**config.mk**
```make
export PLATFORM = sky130hd
export DESIGN_NAME = mc_ctrl_fsm
export DESIGN_NICKNAME = d
export VERILOG_FILES = /design/src/rtl/mc_ctrl_fsm_pkg.sv /design/src/rtl/mc_ctrl_fsm_inst_decode.sv /design/src/rtl/mc_ctrl_fsm.sv
export SDC_FILE = /design/constraint.sdc
export NUM_CORES = 1
export LEC_CHECK = 0
export CAP_MARGIN = 0
export CORE_AREA = 5 5 95 97
export CTS_BUF_LIST = sky130_fd_sc_hd__clkbuf_2 sky130_fd_sc_hd__clkbuf_4 sky130_fd_sc_hd__clkbuf_8
export DETAILED_ROUTE_END_ITERATION = 16
export DIE_AREA = 0 0 100 102
export PLACE_DENSITY = 0.74
export SLEW_MARGIN = 20
export SYNTH_ARGS = -nofsm -noshare
export SYNTH_HDL_FRONTEND = slang
export SYNTH_HIERARCHICAL = 1
export SYNTH_SLANG_ARGS = --single-unit
```
**constraint.sdc**
```tcl
create_clock -name clk -period 3.14 [get_ports clk]
set_clock_uncertainty 0.05 [all_clocks]
set_input_delay 0.628 -clock clk [delete_from_list [all_inputs] [get_ports clk]]
set_output_delay 0.628 -clock clk [all_outputs]
set_load 0.01 [all_outputs]
```
**src/rtl/mc_ctrl_fsm_pkg.sv**
```systemverilog
// mc_ctrl_fsm_pkg: shared encodings for the multi-cycle control unit (ALU bus bits, opcodes, selects, states).
// Revision 1.0
`default_nettype none
package mc_ctrl_fsm_pkg;

  localparam int ALU_W = 14;

  localparam int ALU_HUI  = 13;
  localparam int ALU_NXOR = 12;
  localparam int ALU_ADD  = 11;
  localparam int ALU_SUB  = 10;
  localparam int ALU_SLT  = 9;
  localparam int ALU_SLTU = 8;
  localparam int ALU_AND  = 7;
  localparam int ALU_NOR  = 6;
  localparam int ALU_OR   = 5;
  localparam int ALU_XOR  = 4;
  localparam int ALU_SLL  = 3;
  localparam int ALU_SRL  = 2;
  localparam int ALU_SRA  = 1;
  localparam int ALU_LUI  = 0;

  localparam logic [5:0] OP_RTYPE = 6'b000000;
  localparam logic [5:0] OP_J     = 6'b000010;
  localparam logic [5:0] OP_BEQ   = 6'b000100;
  localparam logic [5:0] OP_BNE   = 6'b000101;
  localparam logic [5:0] OP_ADDIU = 6'b001001;
  localparam logic [5:0] OP_SLTI  = 6'b001010;
  localparam logic [5:0] OP_SLTIU = 6'b001011;
  localparam logic [5:0] OP_ANDI  = 6'b001100;
  localparam logic [5:0] OP_ORI   = 6'b001101;
  localparam logic [5:0] OP_XORI  = 6'b001110;
  localparam logic [5:0] OP_LUI   = 6'b001111;
  localparam logic [5:0] OP_HUI   = 6'b011111;
  localparam logic [5:0] OP_LW    = 6'b100011;
  localparam logic [5:0] OP_SW    = 6'b101011;

  localparam logic [5:0] FN_SLL  = 6'b000000;
  localparam logic [5:0] FN_SRL  = 6'b000010;
  localparam logic [5:0] FN_SRA  = 6'b000011;
  localparam logic [5:0] FN_SLLV = 6'b000100;
  localparam logic [5:0] FN_SRLV = 6'b000110;
  localparam logic [5:0] FN_SRAV = 6'b000111;
  localparam logic [5:0] FN_ADDU = 6'b100001;
  localparam logic [5:0] FN_SUBU = 6'b100011;
  localparam logic [5:0] FN_AND  = 6'b100100;
  localparam logic [5:0] FN_OR   = 6'b100101;
  localparam logic [5:0] FN_XOR  = 6'b100110;
  localparam logic [5:0] FN_NOR  = 6'b100111;
  localparam logic [5:0] FN_NXOR = 6'b101000;
  localparam logic [5:0] FN_SLT  = 6'b101010;
  localparam logic [5:0] FN_SLTU = 6'b101011;

  localparam logic       SRC1_RS   = 1'b0;
  localparam logic       SRC1_SA   = 1'b1;
  localparam logic [1:0] SRC2_RT   = 2'd0;
  localparam logic [1:0] SRC2_SEXT = 2'd1;
  localparam logic [1:0] SRC2_ZEXT = 2'd2;

  localparam logic [1:0] PC_SEQ    = 2'd0;
  localparam logic [1:0] PC_BRANCH = 2'd1;
  localparam logic [1:0] PC_JUMP   = 2'd2;

  typedef enum logic [2:0] {
    ST_FETCH  = 3'd0,
    ST_DECODE = 3'd1,
    ST_EXE    = 3'd2,
    ST_MEM    = 3'd3,
    ST_WB     = 3'd4
  } state_t;

  typedef enum logic [2:0] {
    K_ALU   = 3'd0,
    K_LOAD  = 3'd1,
    K_STORE = 3'd2,
    K_BEQ   = 3'd3,
    K_BNE   = 3'd4,
    K_JUMP  = 3'd5
  } kind_t;

  typedef struct packed {
    logic [ALU_W-1:0] alu;
    logic             src1;
    logic [1:0]       src2;
    kind_t            kind;
    logic [4:0]       waddr;
  } ctrl_t;

  function automatic logic [ALU_W-1:0] alu_bit(input int idx);
    return ALU_W'(1) << idx;
  endfunction

endpackage
`default_nettype wire

```
**src/rtl/mc_ctrl_fsm_inst_decode.sv**
```systemverilog
// mc_ctrl_fsm_inst_decode: combinational instruction word -> control bundle and illegal flag.
// Revision 1.0
`default_nettype none
module mc_ctrl_fsm_inst_decode
  import mc_ctrl_fsm_pkg::*;
(
  input  logic [31:0] inst,
  output ctrl_t       ctrl,
  output logic        illegal
);

  logic [5:0] op;
  logic [5:0] funct;
  logic       unused_fields;

  assign op            = inst[31:26];
  assign funct         = inst[5:0];
  assign unused_fields = ^{inst[25:21], inst[10:6]};

  always_comb begin
    ctrl       = '0;
    illegal    = 1'b0;
    ctrl.waddr = inst[20:16];
    case (op)
      OP_RTYPE: begin
        ctrl.waddr = inst[15:11];
        case (funct)
          FN_ADDU: ctrl.alu = alu_bit(ALU_ADD);
          FN_SUBU: ctrl.alu = alu_bit(ALU_SUB);
          FN_SLT:  ctrl.alu = alu_bit(ALU_SLT);
          FN_SLTU: ctrl.alu = alu_bit(ALU_SLTU);
          FN_AND:  ctrl.alu = alu_bit(ALU_AND);
          FN_OR:   ctrl.alu = alu_bit(ALU_OR);
          FN_XOR:  ctrl.alu = alu_bit(ALU_XOR);
          FN_NOR:  ctrl.alu = alu_bit(ALU_NOR);
          FN_NXOR: ctrl.alu = alu_bit(ALU_NXOR);
          FN_SLL:  begin ctrl.alu = alu_bit(ALU_SLL); ctrl.src1 = SRC1_SA; end
          FN_SRL:  begin ctrl.alu = alu_bit(ALU_SRL); ctrl.src1 = SRC1_SA; end
          FN_SRA:  begin ctrl.alu = alu_bit(ALU_SRA); ctrl.src1 = SRC1_SA; end
          FN_SLLV: ctrl.alu = alu_bit(ALU_SLL);
          FN_SRLV: ctrl.alu = alu_bit(ALU_SRL);
          FN_SRAV: ctrl.alu = alu_bit(ALU_SRA);
          default: illegal = 1'b1;
        endcase
      end
      OP_ADDIU: begin ctrl.alu = alu_bit(ALU_ADD);  ctrl.src2 = SRC2_SEXT; end
      OP_SLTI:  begin ctrl.alu = alu_bit(ALU_SLT);  ctrl.src2 = SRC2_SEXT; end
      OP_SLTIU: begin ctrl.alu = alu_bit(ALU_SLTU); ctrl.src2 = SRC2_SEXT; end
      OP_ANDI:  begin ctrl.alu = alu_bit(ALU_AND);  ctrl.src2 = SRC2_ZEXT; end
      OP_ORI:   begin ctrl.alu = alu_bit(ALU_OR);   ctrl.src2 = SRC2_ZEXT; end
      OP_XORI:  begin ctrl.alu = alu_bit(ALU_XOR);  ctrl.src2 = SRC2_ZEXT; end
      OP_LUI:   begin ctrl.alu = alu_bit(ALU_LUI);  ctrl.src2 = SRC2_ZEXT; end
      OP_HUI:   begin ctrl.alu = alu_bit(ALU_HUI);  ctrl.src2 = SRC2_ZEXT; end
      OP_LW: begin
        ctrl.alu  = alu_bit(ALU_ADD);
        ctrl.src2 = SRC2_SEXT;
        ctrl.kind = K_LOAD;
      end
      OP_SW: begin
        ctrl.alu  = alu_bit(ALU_ADD);
        ctrl.src2 = SRC2_SEXT;
        ctrl.kind = K_STORE;
      end
      OP_BEQ:  begin ctrl.alu = alu_bit(ALU_SUB); ctrl.kind = K_BEQ; end
      OP_BNE:  begin ctrl.alu = alu_bit(ALU_SUB); ctrl.kind = K_BNE; end
      OP_J:    ctrl.kind = K_JUMP;
      default: illegal = 1'b1;
    endcase
  end

endmodule
`default_nettype wire

```
**src/rtl/mc_ctrl_fsm.sv**
```systemverilog
// mc_ctrl_fsm: multi-cycle FETCH/DECODE/EXE/MEM/WB controller driving the one-hot ALU bus and datapath strobes.
// Revision 1.0
`default_nettype none
module mc_ctrl_fsm
  import mc_ctrl_fsm_pkg::*;
#(
  parameter int MEM_WAIT_MAX = 15
) (
  input  logic        clk,
  input  logic        rst,
  input  logic        inst_valid,
  input  logic [31:0] inst,
  output logic        inst_ready,
  output logic [13:0] alu_control,
  output logic        alu_src1_sel,
  output logic [1:0]  alu_src2_sel,
  input  logic        alu_zero,
  output logic        mem_req,
  output logic        mem_we,
  input  logic        mem_ack,
  output logic        mem_err,
  output logic        rf_wen,
  output logic [4:0]  rf_waddr,
  output logic        rf_wsrc,
  output logic        pc_wen,
  output logic [1:0]  pc_sel,
  output logic        inst_done,
  output logic        inst_illegal
);

  localparam int              CNT_W    = $clog2(MEM_WAIT_MAX + 1);
  localparam logic [CNT_W-1:0] CNT_LAST = CNT_W'(MEM_WAIT_MAX - 1);

  state_t           state;
  state_t           state_nxt;
  logic [31:0]      inst_q;
  ctrl_t            ctrl_q;
  ctrl_t            ctrl_dec;
  logic             dec_illegal;
  logic [CNT_W-1:0] wait_cnt;
  logic             mem_expire;

  mc_ctrl_fsm_inst_decode u_decode (
    .inst    (inst_q),
    .ctrl    (ctrl_dec),
    .illegal (dec_illegal)
  );

  assign mem_expire = (wait_cnt == CNT_LAST);

  always_ff @(posedge clk or posedge rst) begin
    if (rst) begin
      state <= ST_FETCH;
    end else begin
      state <= state_nxt;
    end
  end

  // wait_cnt counts completed MEM cycles of the current access only
  always_ff @(posedge clk or posedge rst) begin
    if (rst) begin
      inst_q   <= '0;
      ctrl_q   <= '0;
      wait_cnt <= '0;
    end else begin
      if (state == ST_FETCH && inst_valid) begin
        inst_q <= inst;
      end
      if (state == ST_DECODE) begin
        ctrl_q <= ctrl_dec;
      end
      if (state == ST_MEM && state_nxt == ST_MEM) begin
        wait_cnt <= wait_cnt + CNT_W'(1);
      end else begin
        wait_cnt <= '0;
      end
    end
  end

  always_comb begin
    state_nxt = state;
    case (state)
      ST_FETCH:  if (inst_valid) state_nxt = ST_DECODE;
      ST_DECODE: state_nxt = dec_illegal ? ST_FETCH : ST_EXE;
      ST_EXE: begin
        case (ctrl_q.kind)
          K_LOAD, K_STORE: state_nxt = ST_MEM;
          K_ALU:           state_nxt = ST_WB;
          default:         state_nxt = ST_FETCH;
        endcase
      end
      ST_MEM: begin
        if (mem_ack) begin
          state_nxt = (ctrl_q.kind == K_LOAD) ? ST_WB : ST_FETCH;
        end else if (mem_expire) begin
          state_nxt = ST_FETCH;
        end
      end
      ST_WB:   state_nxt = ST_FETCH;
      default: state_nxt = ST_FETCH;
    endcase
  end

  always_comb begin
    inst_ready   = 1'b0;
    alu_control  = '0;
    alu_src1_sel = 1'b0;
    alu_src2_sel = 2'd0;
    mem_req      = 1'b0;
    mem_we       = 1'b0;
    mem_err      = 1'b0;
    rf_wen       = 1'b0;
    rf_waddr     = 5'd0;
    rf_wsrc      = 1'b0;
    pc_wen       = 1'b0;
    pc_sel       = PC_SEQ;
    inst_done    = 1'b0;
    inst_illegal = 1'b0;
    case (state)
      ST_FETCH: inst_ready = 1'b1;
      ST_DECODE: begin
        inst_illegal = dec_illegal;
        inst_done    = dec_illegal;
      end
      ST_EXE: begin
        alu_control  = ctrl_q.alu;
        alu_src1_sel = ctrl_q.src1;
        alu_src2_sel = ctrl_q.src2;
        pc_wen       = 1'b1;
        case (ctrl_q.kind)
          K_BEQ:   begin pc_sel = alu_zero  ? PC_BRANCH : PC_SEQ; inst_done = 1'b1; end
          K_BNE:   begin pc_sel = !alu_zero ? PC_BRANCH : PC_SEQ; inst_done = 1'b1; end
          K_JUMP:  begin pc_sel = PC_JUMP; inst_done = 1'b1; end
          default: pc_sel = PC_SEQ;
        endcase
      end
      ST_MEM: begin
        alu_control  = ctrl_q.alu;
        alu_src1_sel = ctrl_q.src1;
        alu_src2_sel = ctrl_q.src2;
        mem_req      = 1'b1;
        mem_we       = (ctrl_q.kind == K_STORE);
        // an ack on the expiry cycle completes normally
        if (mem_ack) begin
          inst_done = (ctrl_q.kind == K_STORE);
        end else if (mem_expire) begin
          mem_err   = 1'b1;
          inst_done = 1'b1;
        end
      end
      ST_WB: begin
        rf_wen    = 1'b1;
        rf_waddr  = ctrl_q.waddr;
        rf_wsrc   = (ctrl_q.kind == K_LOAD);
        inst_done = 1'b1;
      end
      default: inst_ready = 1'b0;
    endcase
  end

endmodule
`default_nettype wire

```
==> parameters.txt <==
Parameter                              Value

Run status
  Run status    finished clean

STA
  Portion of the clock cycle consumed by the worst path in the final layout    a little under 100%
  Final worst setup slack    0.09118 ns
  Max Fclk    328.0 MHz
  Worst rel slew slack    60.44%
  Number of endpoints with negative hold slack in the final report    0
  Setup TNS Final    0 ns
  Hold WS    0.4523 ns
  Endpoints failing setup    0
  RSZ-0062 raised after global routing    no
  Max-slew violation count    0
  Actual slew at the worst max-slew pin    approximately 0.58 ns
  Clock period minus worst slack    3.049 ns

Global routing
  Via count of the first global-routing pass    about 2300
  Number of antenna violations at the first check in global routing    0
  GR Layer Usage met2    22.11%
  Sum of overflow across all layers after global routing    0
  Met3 track utilization from global routing    a little over 2%
  Busiest metal layer after global routing    met2
  GR met1 Demand/Resource    between 10% and 20%
  Wire length of the first global-routing pass    around 12000 µm
  Global-route usage over all layers    14.05%
  Largest net degree at the start of global routing    29

Clock tree
  Count of hold buffers inserted by post-cts repair    0
  Master cell of the clock root buffer    sky130_fd_sc_hd__clkbuf_8
  Clk_lat worst skew    0.30 ns
  Clock tree from TritonCTS    built
  Total number of H-tree levels    2
  Post-CTS clock slew at the launch and capture registers of the worst setup and hold paths    about 0.1 ns
  Clk sinks    54
  TritonCTS buffer count    5
  Maximum buffer depth of the clock tree    2

Final layout
  Utilization after layout    between 40% and 50%
  Relative area change from synthesis to final layout    26.79%
  Diode insertion count for antenna repair    0
  Number of nets in the layout    between 300 and 400
  Fillers    about 730
  Cell Count, Final, Fillers Out    460
  Post-route standard cell area excluding fillers    3991 µm²
  Fraction of final layout cells with drive strength greater than 1    24.51%

Power
  Proportion of power drawn by the clock network    16.7%
  Sequential group share of total power    a little over a third
  Worst vdd rail ir drop    0.3289 mV
  Net switching component of the power    1.184 mW
  Total Power Consumption    roughly 3.3 mW
  Int Power    about 2.1 mW
  LEAKAGE    1.738 nW
  Part of the power in combinational logic    47.0%
  Net switching share of the total power    between 30% and 40%
  Power density over cell area    817.2 nW/µm²

Critical path
  Maximum fanout count along the critical path    3
  Type of element launching the critical path    flop
  Sum of buffers and inverters on the critical path    1
  Critical path data arrival time    between 2 and 2.5 ns
  List of cells traversed by the critical path    or4_4, nor3_4, a32o_1, and2_1, clkdlybuf4s50_1
  Element type at the critical path end    primary output
  Maximum single-stage delay on the critical path    approximately 0.55 ns
  Critical path type    reg -> out
  Critical-path cell with the highest stage delay    sky130_fd_sc_hd__or4_4
  CP required    approximately 2.5 ns
  Family with the most delay on the worst path    simple AND/OR/NAND/NOR gates

Floorplanning
  Starting density of the core    39.10%
  Core region area    between 8000 and 9000 µm²
  Num ports    70
  Full die area    just over 10000 µm²
  Vert. Die Dim    102 µm
  Width of the die    about 100 µm
  Placement Rows    33

Placed design
  Detailed-placement wirelength estimate    between 5000 and 6000 µm
  DP Worst Slack    0.1116 ns
  Count of buffers inserted at the top-level ports    59
  Total placed instance area    slightly below 4000 µm²
  Routability cong.    between 0.9 and 1
  Number of placed cells counting well taps    between 400 and 500

Detailed routing
  Detailed-router iteration count before antenna repair    5
  Via Count    around 2400
  Post-Route WL    roughly 7000 µm
  Initial drt markers    about 230
  Post-detailed-route count of antenna-violating nets    0
  Wirelength per Cell    about 15 µm
  Drc violations    0
  Detailed-route vias per instance    5.187

Min path
  Class of the most critical hold timing path    reg -> reg

Yosys
  Cells after synthesis    291
  Syn Std Cell Area    3148 µm²
  Syn nets    between 300 and 400
  Mean cell area of the mapped netlist    roughly 11 µm²
  Yosys warnings    6

Run
  Max-cap violations    0
worst register-to-register path: stages, from the launching register on:
cell and delay (ns):
sky130_fd_sc_hd__dfrtp_1 0.42, sky130_fd_sc_hd__or4_4 0.56, sky130_fd_sc_hd__or3_1 0.49, sky130_fd_sc_hd__nand2_1 0.12
sky130_fd_sc_hd__nand2_1 0.05, sky130_fd_sc_hd__mux2_2 0.26
sequential cells by signal (all words and copies together), names as in the netlist:
name,flops
ctrl_q,25
state,3
inst_q,22
wait_cnt,4
path summary, 6_finish.rpt:
check / slack, ns / to / from / depth (start not counted)
setup / recovery: 0.09 / inst_illegal / inst_q[27]$_DFFE_PP0P_ / 5
max in group asynchronous: 1.83 / inst_q[31]$_DFFE_PP0P_ / rst / 3
hold / removal: 0.45 / ctrl_q[20]$_DFFE_PP0N_ / ctrl_q[20]$_DFFE_PP0N_ / 1
setup reg to reg: 1.09 / ctrl_q[0]$_DFFE_PP0N_ / inst_q[27]$_DFFE_PP0P_ / 5
min in group asynchronous: 0.65 / wait_cnt[0]$_DFF_PP0_ / rst / 2
hold reg to reg: 0.45 / ctrl_q[20]$_DFFE_PP0N_ / ctrl_q[20]$_DFFE_PP0N_ / 1
routing by layer:
layer | wire length (µm) | vias to the layer above | share of wire (%)
met5 | 0 | - | 0
met4 | 77 | 0 | 1.1
met3 | 326 | 6 | 4.7
met2 | 3326 | 70 | 48
met1 | 3166 | 1164 | 46
li1 | - | 1146 | -
layout by cell type (no fill, tap or decap), types with 3 or more instances in the layout:
master and n:
sky130_fd_sc_hd__buf_4 13, sky130_fd_sc_hd__nand2b_1 8, sky130_fd_sc_hd__mux2_4 19, sky130_fd_sc_hd__nor3_1 5, sky130_fd_sc_hd__nand2_1 31, sky130_fd_sc_hd__nor2b_1 3
sky130_fd_sc_hd__nand3_1 9, sky130_fd_sc_hd__dfrtp_1 53, sky130_fd_sc_hd__and2_1 24, sky130_fd_sc_hd__clkbuf_8 5, sky130_fd_sc_hd__mux2_2 29, sky130_fd_sc_hd__nor2_1 16
sky130_fd_sc_hd__a21oi_1 6, sky130_fd_sc_hd__nor3b_1 4, sky130_fd_sc_hd__and3_1 5, sky130_fd_sc_hd__xnor2_1 3, sky130_fd_sc_hd__o21ai_0 4, sky130_fd_sc_hd__clkdlybuf4s50_1 58
sky130_fd_sc_hd__inv_1 8
what timing repair did:
item,in CTS,in global routing
setup buffers,0,1
pin swaps,0,0
gates resized for setup,2,6
cloned,0,0
setup endpoints to repair,1,1
power by group through the flow:
| stage | sequential (mW) | clock [mW] | combinational (mW) |
|---|---|---|---|
| floorplan | 1.10 | 0 | 1.25 |
| detailed placement | 1.19 | 0 | 1.52 |
| global route | 1.23 | 0.591 | 1.67 |
| CTS | 1.18 | 0.566 | 1.52 |
| finish | 1.18 | 0.545 | 1.53 |
| global placement | 1.18 | 0 | 1.49 |
area by class of cell:
class | count | area [µm²] | share of cell area (%)
Multi-Input combinational cell | 210 | 1622 | 40.63
Sequential cell | 54 | 1353 | 33.89
Timing Repair Buffer | 74 | 714.4 | 17.90
Tap cell | 105 | 131.4 | 3.292
Clock buffer | 5 | 68.82 | 1.724
Clock inverter | 3 | 68.82 | 1.724
Inverter | 9 | 33.78 | 0.8464
No activity file was read; power rests on OpenSTA's default activity.
